$ cat src/rtl/ahb3lite_apb_bridge.sv
// ============================================================================
// Module   : ahb3lite_apb_bridge
// Brief    : AHB3-Lite slave that turns each accepted transfer into one APB4
//            transfer. Single shared clock, one transfer in flight at a time.
// Revision : 1.0 - initial release
// ============================================================================
`default_nettype none

module ahb3lite_apb_bridge #(
  parameter int HADDR_SIZE = 32,
  parameter int HDATA_SIZE = 32,
  parameter int PADDR_SIZE = 8
) (
  input  logic                  HCLK,
  input  logic                  HRESETn,
  // AHB3-Lite slave side
  input  logic                  HSEL,
  input  logic [HADDR_SIZE-1:0] HADDR,
  input  logic [HDATA_SIZE-1:0] HWDATA,
  output logic [HDATA_SIZE-1:0] HRDATA,
  input  logic                  HWRITE,
  input  logic [2:0]            HSIZE,
  input  logic [2:0]            HBURST,
  input  logic [3:0]            HPROT,
  input  logic [1:0]            HTRANS,
  input  logic                  HMASTLOCK,
  output logic                  HREADYOUT,
  input  logic                  HREADY,
  output logic                  HRESP,
  // APB4 master side
  output logic                  PSEL,
  output logic                  PENABLE,
  output logic [2:0]            PPROT,
  output logic                  PWRITE,
  output logic [3:0]            PSTRB,
  output logic [PADDR_SIZE-1:0] PADDR,
  output logic [HDATA_SIZE-1:0] PWDATA,
  input  logic [HDATA_SIZE-1:0] PRDATA,
  input  logic                  PREADY,
  input  logic                  PSLVERR
);

  localparam logic [2:0] S_IDLE   = 3'd0;
  localparam logic [2:0] S_WDATA  = 3'd1;
  localparam logic [2:0] S_SETUP  = 3'd2;
  localparam logic [2:0] S_ACCESS = 3'd3;
  localparam logic [2:0] S_ERR1   = 3'd4;
  localparam logic [2:0] S_ERR2   = 3'd5;

  logic [2:0]            r_state;
  logic [2:0]            w_state_nxt;
  logic                  w_accept;
  logic                  w_size_err;
  logic [3:0]            w_pstrb;
  logic                  w_apb_done;
  logic                  w_unused;

  logic                  r_pwrite;
  logic [2:0]            r_pprot;
  logic [3:0]            r_pstrb;
  logic [PADDR_SIZE-1:0] r_paddr;
  logic [HDATA_SIZE-1:0] r_pwdata;
  logic [HDATA_SIZE-1:0] r_hrdata;

  // Burst/lock attributes carry no meaning here: every beat stands alone.
  assign w_unused = ^{HBURST, HMASTLOCK, HTRANS[0], HPROT[3:2],
                      HADDR[HADDR_SIZE-1:PADDR_SIZE]};

  assign w_accept   = HSEL & HREADY & HTRANS[1] &
                      ((r_state == S_IDLE) | (r_state == S_ERR2));
  assign w_size_err = (HSIZE > 3'b010);
  assign w_apb_done = (r_state == S_ACCESS) & PREADY;

  always_comb begin
    w_pstrb = 4'h0;
    if (HWRITE) begin
      case (HSIZE[1:0])
        2'b00:   w_pstrb = 4'b0001 << HADDR[1:0];
        2'b01:   w_pstrb = 4'b0011 << {HADDR[1], 1'b0};
        default: w_pstrb = 4'hF;
      endcase
    end
  end

  // State register
  always_ff @(posedge HCLK or negedge HRESETn) begin
    if (!HRESETn) r_state <= S_IDLE;
    else          r_state <= w_state_nxt;
  end

  // Next-state logic
  always_comb begin
    w_state_nxt = r_state;
    case (r_state)
      S_IDLE, S_ERR2: begin
        if (w_accept) begin
          if (w_size_err)  w_state_nxt = S_ERR1;
          else if (HWRITE) w_state_nxt = S_WDATA;
          else             w_state_nxt = S_SETUP;
        end else begin
          w_state_nxt = S_IDLE;
        end
      end
      S_WDATA:  w_state_nxt = S_SETUP;
      S_SETUP:  w_state_nxt = S_ACCESS;
      S_ACCESS: begin
        if (PREADY) w_state_nxt = PSLVERR ? S_ERR1 : S_IDLE;
      end
      S_ERR1:   w_state_nxt = S_ERR2;
      default:  w_state_nxt = S_IDLE;
    endcase
  end

  // Moore outputs
  always_comb begin
    HREADYOUT = 1'b1;
    HRESP     = 1'b0;
    PSEL      = 1'b0;
    PENABLE   = 1'b0;
    case (r_state)
      S_WDATA:  HREADYOUT = 1'b0;
      S_SETUP:  begin HREADYOUT = 1'b0; PSEL = 1'b1; end
      S_ACCESS: begin HREADYOUT = 1'b0; PSEL = 1'b1; PENABLE = 1'b1; end
      S_ERR1:   begin HREADYOUT = 1'b0; HRESP = 1'b1; end
      S_ERR2:   HRESP = 1'b1;
      default:  ;
    endcase
  end

  // Address-phase attributes are frozen at accept and held through ACCESS.
  always_ff @(posedge HCLK or negedge HRESETn) begin
    if (!HRESETn) begin
      r_pwrite <= 1'b0;
      r_pprot  <= 3'b000;
      r_pstrb  <= 4'h0;
      r_paddr  <= '0;
      r_pwdata <= '0;
      r_hrdata <= '0;
    end else begin
      if (w_accept) begin
        r_pwrite <= HWRITE;
        r_pprot  <= {~HPROT[0], 1'b0, HPROT[1]};
        r_pstrb  <= w_pstrb;
        r_paddr  <= HADDR[PADDR_SIZE-1:0];
      end
      if (r_state == S_WDATA) r_pwdata <= HWDATA;
      if (w_apb_done && !PSLVERR && !r_pwrite) r_hrdata <= PRDATA;
    end
  end

  assign PWRITE = r_pwrite;
  assign PPROT  = r_pprot;
  assign PSTRB  = r_pstrb;
  assign PADDR  = r_paddr;
  assign PWDATA = r_pwdata;
  assign HRDATA = r_hrdata;

endmodule

`default_nettype wire

$ cat config.mk
export PLATFORM = sky130hd
export DESIGN_NAME = ahb3lite_apb_bridge
export DESIGN_NICKNAME = d
export VERILOG_FILES = /design/src/rtl/ahb3lite_apb_bridge.sv
export SDC_FILE = /design/constraint.sdc
export NUM_CORES = 1
export LEC_CHECK = 0
export ABC_AREA = 0
export CAP_MARGIN = 10
export CORE_MARGIN = 5
export CORE_UTILIZATION = 34
export DETAILED_ROUTE_END_ITERATION = 8
export PLACE_DENSITY = 0.77
export SYNTH_ARGS = -nofsm -noshare
export SYNTH_HDL_FRONTEND = slang
export SYNTH_SLANG_ARGS = --single-unit
export TNS_END_PERCENT = 1
$ cat constraint.sdc
create_clock -name HCLK -period 1.5 [get_ports HCLK]
set_input_delay 0.3 -clock HCLK [delete_from_list [all_inputs] [get_ports HCLK]]
set_output_delay 0.3 -clock HCLK [all_outputs]
set_load 0.01 [all_outputs]
==> After elaboration in Yosys (flattened, before gate mapping) <==
Cells that the tools add are included.
{ "classes": {"mux": 12, "reduce_logical": 10, "magnitude_cmp": 1, "n_bitwise": 6, "shift": 2, "eq_ne": 7} }
{ "op_table": {"columns": ["op", "count"], "rows": [
  ["one-hot mux 3 bit (5 select lines)", 1],
  ["two-way mux 3 bit", 4],
  ["one-hot mux 4 bit (2 select lines)", 1],
  ["equality test 3 x 2 -> 1 bit, second input constant", 2],
  ["equality test 3 bit, second input constant", 2],
  ["OR reduction 2 bit", 3],
  ["AND 1 bit", 4],
  ["two-way mux 1 bit", 4],
  ["two-way mux 4 bit", 1],
  ["OR reduction 4 bit", 1],
  ["left shift 1 x 2 -> 4 bit, first input constant", 1],
  ["left shift 2 x 2 -> 4 bit, first input constant", 1],
  ["equality test 3 x 1 -> 1 bit, second input constant", 1],
  ["> comparator 3 x 2 -> 1 bit, second input constant", 1],
  ["logical NOT 3 bit", 1],
  ["equality test 2 x 1 -> 1 bit, second input constant", 1],
  ["logical AND 1 bit", 2],
  ["logical NOT 1 bit", 2],
  ["logical NOT 2 bit", 1],
  ["two-way mux 2 bit", 1],
  ["inequality test 2 bit, second input constant", 1],
  ["inverter 1 bit", 1],
  ["OR 1 bit", 1]
]} }
{ "totals": {"ff_bits": 82, "elab_cells": 45} }

==> Longest topological paths before layout <==
Gate-level depths: netlist (run 1).
{ "logic_depth": {"ltp_word": 5, "mapped_depth": 6, "depth_no_buf": 3} }

==> Worst setup path after synthesis (run 1) <==
No wires, ideal clock.
{ "synth_timing": {"path_type": "reg-to-reg", "start": "register r_state[2]", "end": "register r_paddr[5], in the netlist PADDR[5]", "path_buffers": 3, "arrival_ps": 1457, "stages_incl_launch_ff": 7, "period_less_slack_ps": 1582, "required_time_ps": 1375, "setup_ps": 125, "setup_slack_ps": -82, "cell_sequence": "dfrtp_1 -> buf_6 -> xor2_2 -> or2_1 -> buf_6 -> buf_6 -> mux2_4"} }
{ "synth_between": {"elab_chain_cells": 3, "word_cells_on_any_way": 4} }
{ "synth_lines": {"columns": ["item", "line", "text"], "rows": [
  ["start, declared", "50", "logic [2:0] r_state;"],
  ["start signal, assigned", "88", "else r_state <= w_state_nxt;"],
  ["equality test 3 bit / logical NOT 3 bit (equally long branches)", "70", "((r_state == S_IDLE) | (r_state == S_ERR2));"],
  ["OR 1 bit *", "70", null],
  ["AND 1 bit *", "69", "assign w_accept = HSEL & HREADY & HTRANS[1] &"],
  ["end signal, assigned", "144", "r_paddr <= HADDR[PADDR_SIZE-1:0];"],
  ["end, declared", "61", "logic [PADDR_SIZE-1:0] r_paddr;"]
]} }
Mark *: on every way between the ends. The rest lies on a longest branch, timed or not.
A chain may end at the register's enable or synchronous reset.

==> Worst setup path after layout (run 1) <==
{ "layout_timing": {"start": "register r_state[0]", "end": "register r_pwdata[3], in the netlist PWDATA[3]"} }
{ "layout_between": {"elab_chain_cells": 1} }
{ "layout_lines": {"columns": ["item", "line", "text"], "rows": [
  ["equality test 3 x 1 -> 1 bit", "146", "if (r_state == S_WDATA) r_pwdata <= HWDATA;"],
  ["end signal, assigned", "137", "r_pwdata <= '0;"],
  ["end signal, assigned", "146", null],
  ["end, declared", "62", "logic [HDATA_SIZE-1:0] r_pwdata;"]
]} }
No other way between the ends.

==> results of run 1 <==
==> sequential cells by signal, indices dropped and copies added (netlist names) <==
signal,flops
PADDR,8
PSTRB,4
PPROT,2
PWDATA,32
PWRITE,1
HRDATA,32
r_state,3
==> synthesized netlist by cell type <==
cell	instances
dfrtp_1	82
mux2_2	67
o21ai_0	15
buf_6	6
buf_4	4
nor2_1	4
nor2b_1	4
a21oi_1	3
mux2_4	3
a32o_1	2
inv_1	2
mux2_1	2
o21a_1	2
o31ai_1	2
a22o_1	1
a31o_2	1
and2_1	1
clkbuf_2	1
conb_1	1
nand2_1	1
nand2b_1	1
nand3_1	1
nand4_2	1
nand4b_4	1
nor2b_2	1
nor3_1	1
o21ba_2	1
or2_1	1
xor2_1	1
xor2_2	1
==> repair_timing <==
action,in CTS,in global routing
pin swaps,1,1
hold buffers,1,0
gates resized for setup,119,18
setup buffers,3,1
gates cloned,2,3
hold endpoints to repair,30,0
setup endpoints to repair,157,83
==> kinds of logic after synthesis <==
| logic type | count (synthesis) | synth area share |
|---|---|---|
| other | 1 | 0.00114 |
| multiplexers | 72 | 0.249 |
| buffers and inverters | 13 | 0.0334 |
| XOR/XNOR | 2 | 0.00759 |
| flip-flops | 82 | 0.622 |
| AO/OA/AOI/OAI | 27 | 0.0508 |
| AND/OR/NAND/NOR | 17 | 0.0357 |
==> layer usage <==
layer,share of wire,vias to the layer above,global-route usage
met5,0,-,0
met4,0.016,0,0.0523
met3,0.076,13,0.0501
met2,0.51,106,0.276
met1,0.39,1233,0.172
li1,-,1135,-
==> worst max-delay path, delay by kind of cell, from the launching register on <==
family | cells | cell delay [ns]
buffers and inverters | 3 | 0.43
flip-flops | 1 | 0.41
AND/OR/NAND/NOR | 2 | 0.35
multiplexers | 1 | 0.30
==> per-stage QoR <==
stage	util	setup TNS, ns	power, mW
2_1_floorplan	-	-1.01	6.26
3_3_place_gp	0.542	-10.79	9.29
3_5_place_dp	0.542	-11.96	9.48
4_1_cts	0.570	-3.89	10.9
5_1_grt	0.581	-10.36	11.6
6_report	0.581	-5.37	11.0
==> worst paths after layout <==
kind	startpoint	to	slack (ns)	cells after the start
max	r_state[0]$_DFFE_PN0P_	PWDATA[3]$_DFFE_PN0N_	-0.11	6
min	HRESETn	PADDR[7]$_DFFE_PN0N_	0.42	2
max reg2reg	r_state[0]$_DFFE_PN0P_	PWDATA[3]$_DFFE_PN0N_	-0.11	6
min reg2reg	PWDATA[8]$_DFFE_PN0N_	PWDATA[8]$_DFFE_PN0N_	0.49	1
max in group asynchronous	HRESETn	HRDATA[30]$_DFFE_PN0P_	0.51	3
min in group HCLK	PWDATA[8]$_DFFE_PN0N_	PWDATA[8]$_DFFE_PN0N_	0.49	1
==> where the power goes <==
group	switching [mW]	internal [mW]	leakage, nW
registers	0.557	3.33	0.990
clock network	0.801	0.979	0.109
logic	2.22	3.11	1.50
total	3.58	7.42	2.60
==> area by class of cell <==
class / count / area (um^2) / share of cell area
clock inverters: 5 / 77.6 / 0.0139
well taps: 133 / 166 / 0.0298
inverters: 2 / 7.51 / 0.00135
repair buffers: 191 / 1880 / 0.338
clock buffers: 11 / 141 / 0.0254
flip-flops and latches: 82 / 2050 / 0.368
multi-input cells: 119 / 1250 / 0.224
==> flow_summary_export.csv, run 1 <==
group,metric,value,unit
status,status,"complete, but fails checks",
status,violations,"negative setup slack",
synth,synth.cell_area,0.00330,mm^2
final_layout,area_delta_synth_final,69.0,%
detailed_routing,dr.pass1.iters,4,
worst_setup_path,crit_arrival,1.84,ns
cts,cts-buffers-inserted,9,
die,dieWidth,108,um
synth,yosysTopAreaCellShare,0.622,
final_layout,final_area,0.00558,mm^2
final_layout,final_cell_mix,"83 x clkdlybuf4s50_1, 81 x dfrtp_1, 79 x dlygate4sd2_1, 50 x mux2_2, 20 x mux2_4",
worst_setup_path,cp_cell_sequence,"buf_6 > nor2b_4 > nor2b_4 > buf_6 > clkbuf_16 > mux2_4",
synth,syn_inst,214,
detailed_routing,viasPerCell,4.58,
sta,rsz0062_at_grt,"true",
global_routing,grt_max_degree,43,
pwr,peakVddDrop,768,uV
die,num_rows,36,
final_layout,final.fill_count,820,
detailed_routing,drc,0,
cts,clk_latency,0.35,ns
worst_setup_path,cp-end-kind,"flip-flop",
sta,post-route-period-util,1.07,
placed_design,gp_congestion,0.805,
die,die_area,0.0118,mm^2
job,maxCapViolCount,0,
global_routing,grt_overflow,0,
cts,cts.sinks,82,
global_routing,antenna_found_initial,0,
placed_design,dp.cells,518,
sta,whs,0.423,ns
sta,finalSetupViolCount,76,
cts,cts_tree,"yes",
detailed_routing,wirelength,9490,um
die,initial_core_util,0.344,
sta,report.final.hold_viol_count,0,
global_routing,grt_usage,0.154,
global_routing,first_global_vias,2613,
detailed_routing,drtIter0Drc,96,
placed_design,place_ws,-0.285,ns
final_layout,instances_no_fill,543,
worst_setup_path,cpPeakStageDelay,0.41,ns
final_layout,nets,521,
pwr,leakagePower,2.60,nW
worst_setup_path,crit_slowest_cell,"dfrtp_1",
synth,synth_largest_area_cell,"dfrtp_1",
worst_setup_path,crit_fanout,8,
die,die_y,108,um
sta,fin_crit,1.61,ns
synth,ys_ff_latch,82,
sta,fmaxAchievable,622,MHz
cts,cts_buffer_depth,2,
worst_setup_path,crit_type,"flip-flop to flip-flop",
die,ios,200,
detailed_routing,num_vias,2487,
global_routing,grt_pass1_wl,13800,um
sta,fin_ws,-0.108,ns
synth,avgSynthCellArea,15.4,um^2
synth,synth_area_leaders,"dfrtp_1 62%, mux2_2 23%, o21ai_0 2.3%, buf_6 2.0%, mux2_4 1.4%",
synth,ys_seq_area_frac,0.622,
worst_setup_path,startpoint_type,"flip-flop",
sta,clock_skew,0.00774,ns
final_layout,antenna_cells,0,
cts,cts_max_level,3,
placed_design,place_area,0.00520,mm^2
sta,report.final.slew_viol_count,0,
synth,ys_types,30,
synth,synth_fp_nets,330,
cts,root_buffer,"clkbuf_8",
worst_setup_path,crit_required,1.74,ns
detailed_routing,avgRoutedWirePerCell,17.5,um
placed_design,dp_hpwl,6700,um
pwr,power.density,1970,mW/mm^2
final_layout,layout_commonest_cell,"clkdlybuf4s50_1",
final_layout,drive_gt1_frac,0.310,
hold_path,min_path_type,"primary input to async pin",
cts,path_clk_slew,0.08,ns
synth,synth-warning-count,0,
die,core,0.00959,mm^2
detailed_routing,ant_nets,0,
placed_design,portBuffers,167,
Power figures use the tool's default switching activity.
==> inputs of run 2 (changes only) <==
--- a/config.mk
+++ b/config.mk
@@ -7,10 +7,9 @@
 export LEC_CHECK = 0
 export ABC_AREA = 0
 export CAP_MARGIN = 10
-export CORE_MARGIN = 5
-export CORE_UTILIZATION = 34
+export CORE_UTILIZATION = 40
 export DETAILED_ROUTE_END_ITERATION = 8
-export PLACE_DENSITY = 0.77
+export PLACE_DENSITY = 0.85
 export SYNTH_ARGS = -nofsm -noshare
 export SYNTH_HDL_FRONTEND = slang
 export SYNTH_SLANG_ARGS = --single-unit
==> constraint.sdc (replaced) <==
create_clock -name HCLK -period 1.9 [get_ports HCLK]
set_input_delay 0.38 -clock HCLK [delete_from_list [all_inputs] [get_ports HCLK]]
set_output_delay 0.38 -clock HCLK [all_outputs]
set_load 0.01 [all_outputs]
==> run 2 against run 1 <==
Net effect:
- the run now ends clean
- non-clock buffer count shrank 11
- core utilization grew 9.8 points
- wire length shrank 21%
- worst setup slack gained 0.25 ns
- sequential cell count is the same
- clock skew grew 0.0019 ns
- total power shrank 23%
- count of clock-buffer cells in the layout grew 2
- clock power shrank 32%
- first-iteration DRC count shrank 69%
- highest routed layer unchanged
==> flow_summary_export.csv, run 2 (synthesis results as in run 1) <==
group,metric,value,unit
global_routing,use_met1,0.219,
detailed_routing,dr.pass1.iters,4,
pwr,internal_power,5.94,mW
die,num_rows,32,
detailed_routing,num_vias,2388,
global_routing,busiest_layer,"met2",
detailed_routing,ant_nets,0,
pwr,leakagePower,2.28,nW
pwr,power.density,1590,mW/mm^2
cts,cts_tree,"yes",
final_layout,fin_util,0.679,
final_layout,drive_gt1_frac,0.269,
sta,tightest_slew,0.519,ns
cts,cts-buffers-inserted,9,
global_routing,grt_overflow,0,
cts,root_buffer,"clkbuf_8",
detailed_routing,viasPerCell,4.78,
placed_design,gp_congestion,0.760,
final_layout,final_area,0.00533,mm^2
sta,finalSetupViolCount,0,
sta,rsz0062_at_grt,"false",
cts,cts.sinks,82,
cts,cts_max_level,3,
pwr,pwr-share-seq,0.362,
placed_design,portBuffers,167,
sta,fmaxAchievable,568,MHz
worst_setup_path,crit_arrival,1.38,ns
final_layout,final_cell_mix,"162 x clkdlybuf4s50_1, 81 x dfrtp_1, 67 x mux2_2, 15 x o21ai_0, 11 x buf_4",
worst_setup_path,r2r_cells,5,
detailed_routing,avgRoutedWirePerCell,15.1,um
cts,path_clk_slew,0.08,ns
placed_design,place_area,0.00511,mm^2
die,die_area,0.00861,mm^2
worst_setup_path,cp-end-kind,"output pin",
detailed_routing,wirelength,7530,um
die,core,0.00785,mm^2
sta,fin_crit,1.76,ns
cts,cts_hold_buf,0,
sta,post-route-period-util,0.927,
sta,clock_skew,0.00967,ns
worst_setup_path,crit_fanout,4,
worst_setup_path,crit_required,1.52,ns
die,dieWidth,92.8,um
global_routing,first_global_vias,2500,
status,status,"finished clean",
final_layout,instances_no_fill,500,
worst_setup_path,crit_type,"flip-flop to output pin",
final_layout,antenna_cells,0,
global_routing,antenna_found_initial,0,
global_routing,grt_usage,0.181,
pwr,fin_total_pwr,8.49,mW
pwr,comb_power_share,0.495,
cts,cts_buffer_depth,2,
die,initial_core_util,0.420,
global_routing,met2_usage,0.311,
final_layout,layout_commonest_cell,"clkdlybuf4s50_1",
cts,clk_latency,0.34,ns
detailed_routing,drtIter0Drc,30,
sta,slew_headroom,0.654,
pwr,swShare,0.300,
pwr,power_switching,2.54,mW
die,die_y,92.8,um
sta,report.final.hold_viol_count,0,
placed_design,dp_hpwl,5690,um
global_routing,grt_pass1_wl,12100,um
global_routing,grt_util_met3,0.0435,
placed_design,dp.cells,483,
worst_setup_path,startpoint_type,"flip-flop",
job,maxCapViolCount,0,
detailed_routing,drc,0,
global_routing,grt_max_degree,41,
final_layout,nets,510,
final_layout,area_delta_synth_final,61.5,%
pwr,peakVddDrop,919,uV
hold_path,min_path_type,"primary input to async pin",
die,ios,200,
sta,report.final.slew_viol_count,0,
pwr,p_clk_frac,0.143,
[run 2: cell count changes in the layout (fill, tap and decap cells not counted), sizes merged]
cell / before / now
dlygate4sd3: 1 / 0
dlygate4sd2: 79 / 2
bufinv: 2 / 1
dlymetal6s2s: 0 / 1
buf: 26 / 14
clkinv: 2 / 0
clkdlybuf4s50: 83 / 162
clkbuf: 13 / 14
[run 2: cell type report]
cell class | count | area (um^2)
clock buffers | 13 | 149
inverters | 2 | 7.51
fillers | 597 | 2520
multi-input cells | 119 | 1150
well taps | 102 | 128
clock inverters | 2 | 37.5
flip-flops and latches | 82 | 2050
repair buffers | 180 | 1800
[run 2: timing repair]
action,in CTS,in global routing
buffers inserted,0,2
resized for setup,8,3
setup endpoints to repair,4,1
[run 2: power by group through the flow]
stage	registers, mW	logic, mW	clock network (mW)
detailed placement	3.10	4.23	0
floorplan	3.49	1.45	0
finish	3.07	4.20	1.21
global route	3.19	4.47	1.34
global placement	3.04	4.15	0
CTS	3.09	4.23	1.25
[run 2: worst max-delay path, stage by stage (launching register included)]
cell and delay (ns):
dfrtp_2 0.43, buf_4 0.15, nor2_4 0.11, xor2_1 0.19, clkbuf_2 0.16
[run 2: final timing paths]
kind	startpoint	to	slack, ns
worst max-delay path	r_state[1]$_DFFE_PN0P_	HREADYOUT	0.14
worst min-delay path	HRESETn	PWDATA[31]$_DFFE_PN0N_	0.001
worst max register to register	r_state[2]$_DFFE_PN0P_	PWDATA[2]$_DFFE_PN0N_	0.23
worst min register to register	PWDATA[8]$_DFFE_PN0N_	PWDATA[8]$_DFFE_PN0N_	0.50
max in group asynchronous	HRESETn	r_state[1]$_DFFE_PN0P_	1.30
min in group HCLK	PWDATA[8]$_DFFE_PN0N_	PWDATA[8]$_DFFE_PN0N_	0.50
[run 2: through the flow]
step / setup TNS (ns) / setup WS [ns] / hold slack [ns]
after floorplan: 0 / 0.318 / 0.0844
after global placement: 0 / 0.0647 / 0.384
after detailed placement: 0 / 0.0427 / 0.395
after CTS: -0.119 / -0.119 / 0.0180
after global routing: 0 / 0.0694 / 0.0305
final: 0 / 0.138 / 0.00141
[run 2: routing by layer]
metal	vias up	wire [um]
li1	1113	-
met3	11	519
met4	0	127
met2	98	3780
met1	1166	3100
met5	-	0
==> inputs of run 3 (changes only) <==
--- a/config.mk
+++ b/config.mk
@@ -10,6 +10,7 @@
 export CORE_UTILIZATION = 40
 export DETAILED_ROUTE_END_ITERATION = 8
 export PLACE_DENSITY = 0.85
+export SKIP_CTS_REPAIR_TIMING = 1
 export SYNTH_ARGS = -nofsm -noshare
 export SYNTH_HDL_FRONTEND = slang
 export SYNTH_SLANG_ARGS = --single-unit
==> run 3 against run 2 <==
Net effect:
- the flow now finishes with violations (negative setup slack)
- sequential share of layout area about the same
- wire length decreased by 0.19%
- first-iteration DRC count increased by 20%
- clock skew about the same
- total power about the same
- combinational power about the same
- sequential cell count unchanged
- worst setup slack got worse by 0.25 ns
- global-route usage decreased by 0.071 points
- critical path type unchanged
- critical endpoint is now PENABLE
- largest cell class unchanged
==> flow_summary_export.csv, run 3 (synthesis results as in run 1) <==
group,metric,value,unit
status,status,"complete, but fails checks",
status,violations,"negative setup slack",
die,ios,200,
pwr,p_clk_frac,0.143,
worst_setup_path,crit_arrival,1.63,ns
detailed_routing,dr.pass1.iters,4,
cts,cts.sinks,82,
cts,cts_buffer_depth,2,
global_routing,antenna_found_initial,0,
placed_design,dp.cells,483,
sta,tightest_slew,0.519,ns
placed_design,portBuffers,167,
sta,slew_headroom,0.654,
cts,cts_max_level,3,
worst_setup_path,startpoint_type,"flip-flop",
global_routing,met2_usage,0.309,
global_routing,grt_util_met3,0.0435,
sta,clock_skew,0.00995,ns
sta,finalSetupViolCount,1,
pwr,fin_total_pwr,8.48,mW
pwr,peakVddDrop,930,uV
die,dieWidth,92.8,um
worst_setup_path,crit_start,"r_state[1]$_DFFE_PN0P_",
sta,fin_crit,2.01,ns
worst_setup_path,crit_type,"flip-flop to output pin",
detailed_routing,drtIter0Drc,36,
cts,path_clk_slew,0.08,ns
sta,report.final.hold_viol_count,0,
final_layout,final.fill_count,593,
die,num_rows,32,
detailed_routing,viasPerCell,4.77,
pwr,swShare,0.299,
pwr,power.density,1590,mW/mm^2
detailed_routing,avgRoutedWirePerCell,15.1,um
pwr,comb_power_share,0.494,
pwr,leakagePower,2.29,nW
die,core,0.00785,mm^2
pwr,internal_power,5.94,mW
detailed_routing,num_vias,2373,
die,die_y,92.8,um
placed_design,gp_congestion,0.760,
final_layout,multi_input_area,0.00115,mm^2
final_layout,instances_no_fill,498,
hold_path,min_path_type,"primary input to async pin",
global_routing,grt_usage,0.181,
sta,post-route-period-util,1.06,
pwr,power_switching,2.54,mW
worst_setup_path,crit_fanout,5,
job,maxCapViolCount,0,
global_routing,grt_overflow,0,
global_routing,use_met1,0.219,
global_routing,busiest_layer,"met2",
die,initial_core_util,0.420,
final_layout,seq_area,0.00205,mm^2
sta,rsz0062_at_grt,"true",
cts,cts-buffers-inserted,9,
final_layout,fin_util,0.679,
worst_setup_path,rr_startpoint,"r_state[2]$_DFFE_PN0P_",
die,die_area,0.00861,mm^2
worst_setup_path,crit_required,1.52,ns
sta,fmaxAchievable,497,MHz
global_routing,grt_pass1_wl,12000,um
cts,clk_latency,0.34,ns
final_layout,final_cell_mix,"163 x clkdlybuf4s50_1, 81 x dfrtp_1, 67 x mux2_2, 15 x o21ai_0, 10 x clkbuf_8",
final_layout,area_delta_synth_final,61.5,%
worst_setup_path,cp-end-kind,"output pin",
final_layout,antenna_cells,0,
sta,fin_ws,-0.113,ns
detailed_routing,wirelength,7520,um
global_routing,grt_max_degree,41,
placed_design,dp_hpwl,5690,um
final_layout,layout_commonest_cell,"clkdlybuf4s50_1",
global_routing,first_global_vias,2490,
sta,whs,0.00138,ns
cts,root_buffer,"clkbuf_8",
final_layout,drive_gt1_frac,0.263,
sta,fin_setup_tns,-0.113,ns
final_layout,nets,508,
detailed_routing,drc,0,
pwr,pwr-share-seq,0.363,
sta,report.final.slew_viol_count,0,
detailed_routing,ant_nets,0,
cts,cts_tree,"yes",
[run 3: changes by cell type in the layout (fill, tap and decap cells not counted), sizes merged]
cell           previous run  this run
buf                      14        12
clkbuf                   14        13
clkdlybuf4s50           162       163
dlygate4sd2               2         0
dlymetal6s2s              1         3
[run 3: metal layers]
layer / share of wire / up-vias / routed length, um
met4: 0.017 / 0 / 127
met1: 0.41 / 1154 / 3110
met2: 0.50 / 99 / 3760
li1: - / 1109 / -
met5: 0 / - / 0
met3: 0.069 / 11 / 522
[run 3: final timing paths]
path / endpoint / slack, ns / cells past startpoint
setup / recovery: PENABLE / -0.11 / 3
hold / removal: PWDATA[31]$_DFFE_PN0N_ / 0.001 / 1
setup reg to reg: PWDATA[2]$_DFFE_PN0N_ / 0.23 / 5
hold reg to reg: PWDATA[8]$_DFFE_PN0N_ / 0.50 / 1
max in group asynchronous: r_state[1]$_DFFE_PN0P_ / 1.30 / 2
min in group HCLK: PWDATA[8]$_DFFE_PN0N_ / 0.50 / 1
[run 3: area by class of cell]
class                   count  area share
clock buffers              13      0.0280
flip-flops and latches     82       0.386
well taps                 102      0.0240
repair buffers            178       0.337
multi-input cells         119       0.217
inverters                   2     0.00141
clock inverters             2     0.00705
[run 3: power groups by stage]
stage	logic, mW	clock network [mW]	registers [mW]
global placement	4.15	0	3.04
global route	4.45	1.34	3.20
floorplan	1.45	0	3.49
detailed placement	4.23	0	3.10
finish	4.19	1.21	3.08
CTS	4.24	1.25	3.07
[run 3: metrics by stage]
step / setup slack [ns] / cell area (um^2)
2_1_floorplan: 0.318 / 3300
3_3_place_gp: 0.0647 / 5110
5_1_grt: -0.162 / 5330
6_report: -0.113 / 5330
3_5_place_dp: 0.0427 / 5110
4_1_cts: -0.288 / 5300
[run 3: worst max-delay path, stage by stage (launching register included)]
cell and delay (ns):
dfrtp_2 0.43, nor2b_4 0.19, and2_1 0.13, clkdlybuf4s50_1 0.55
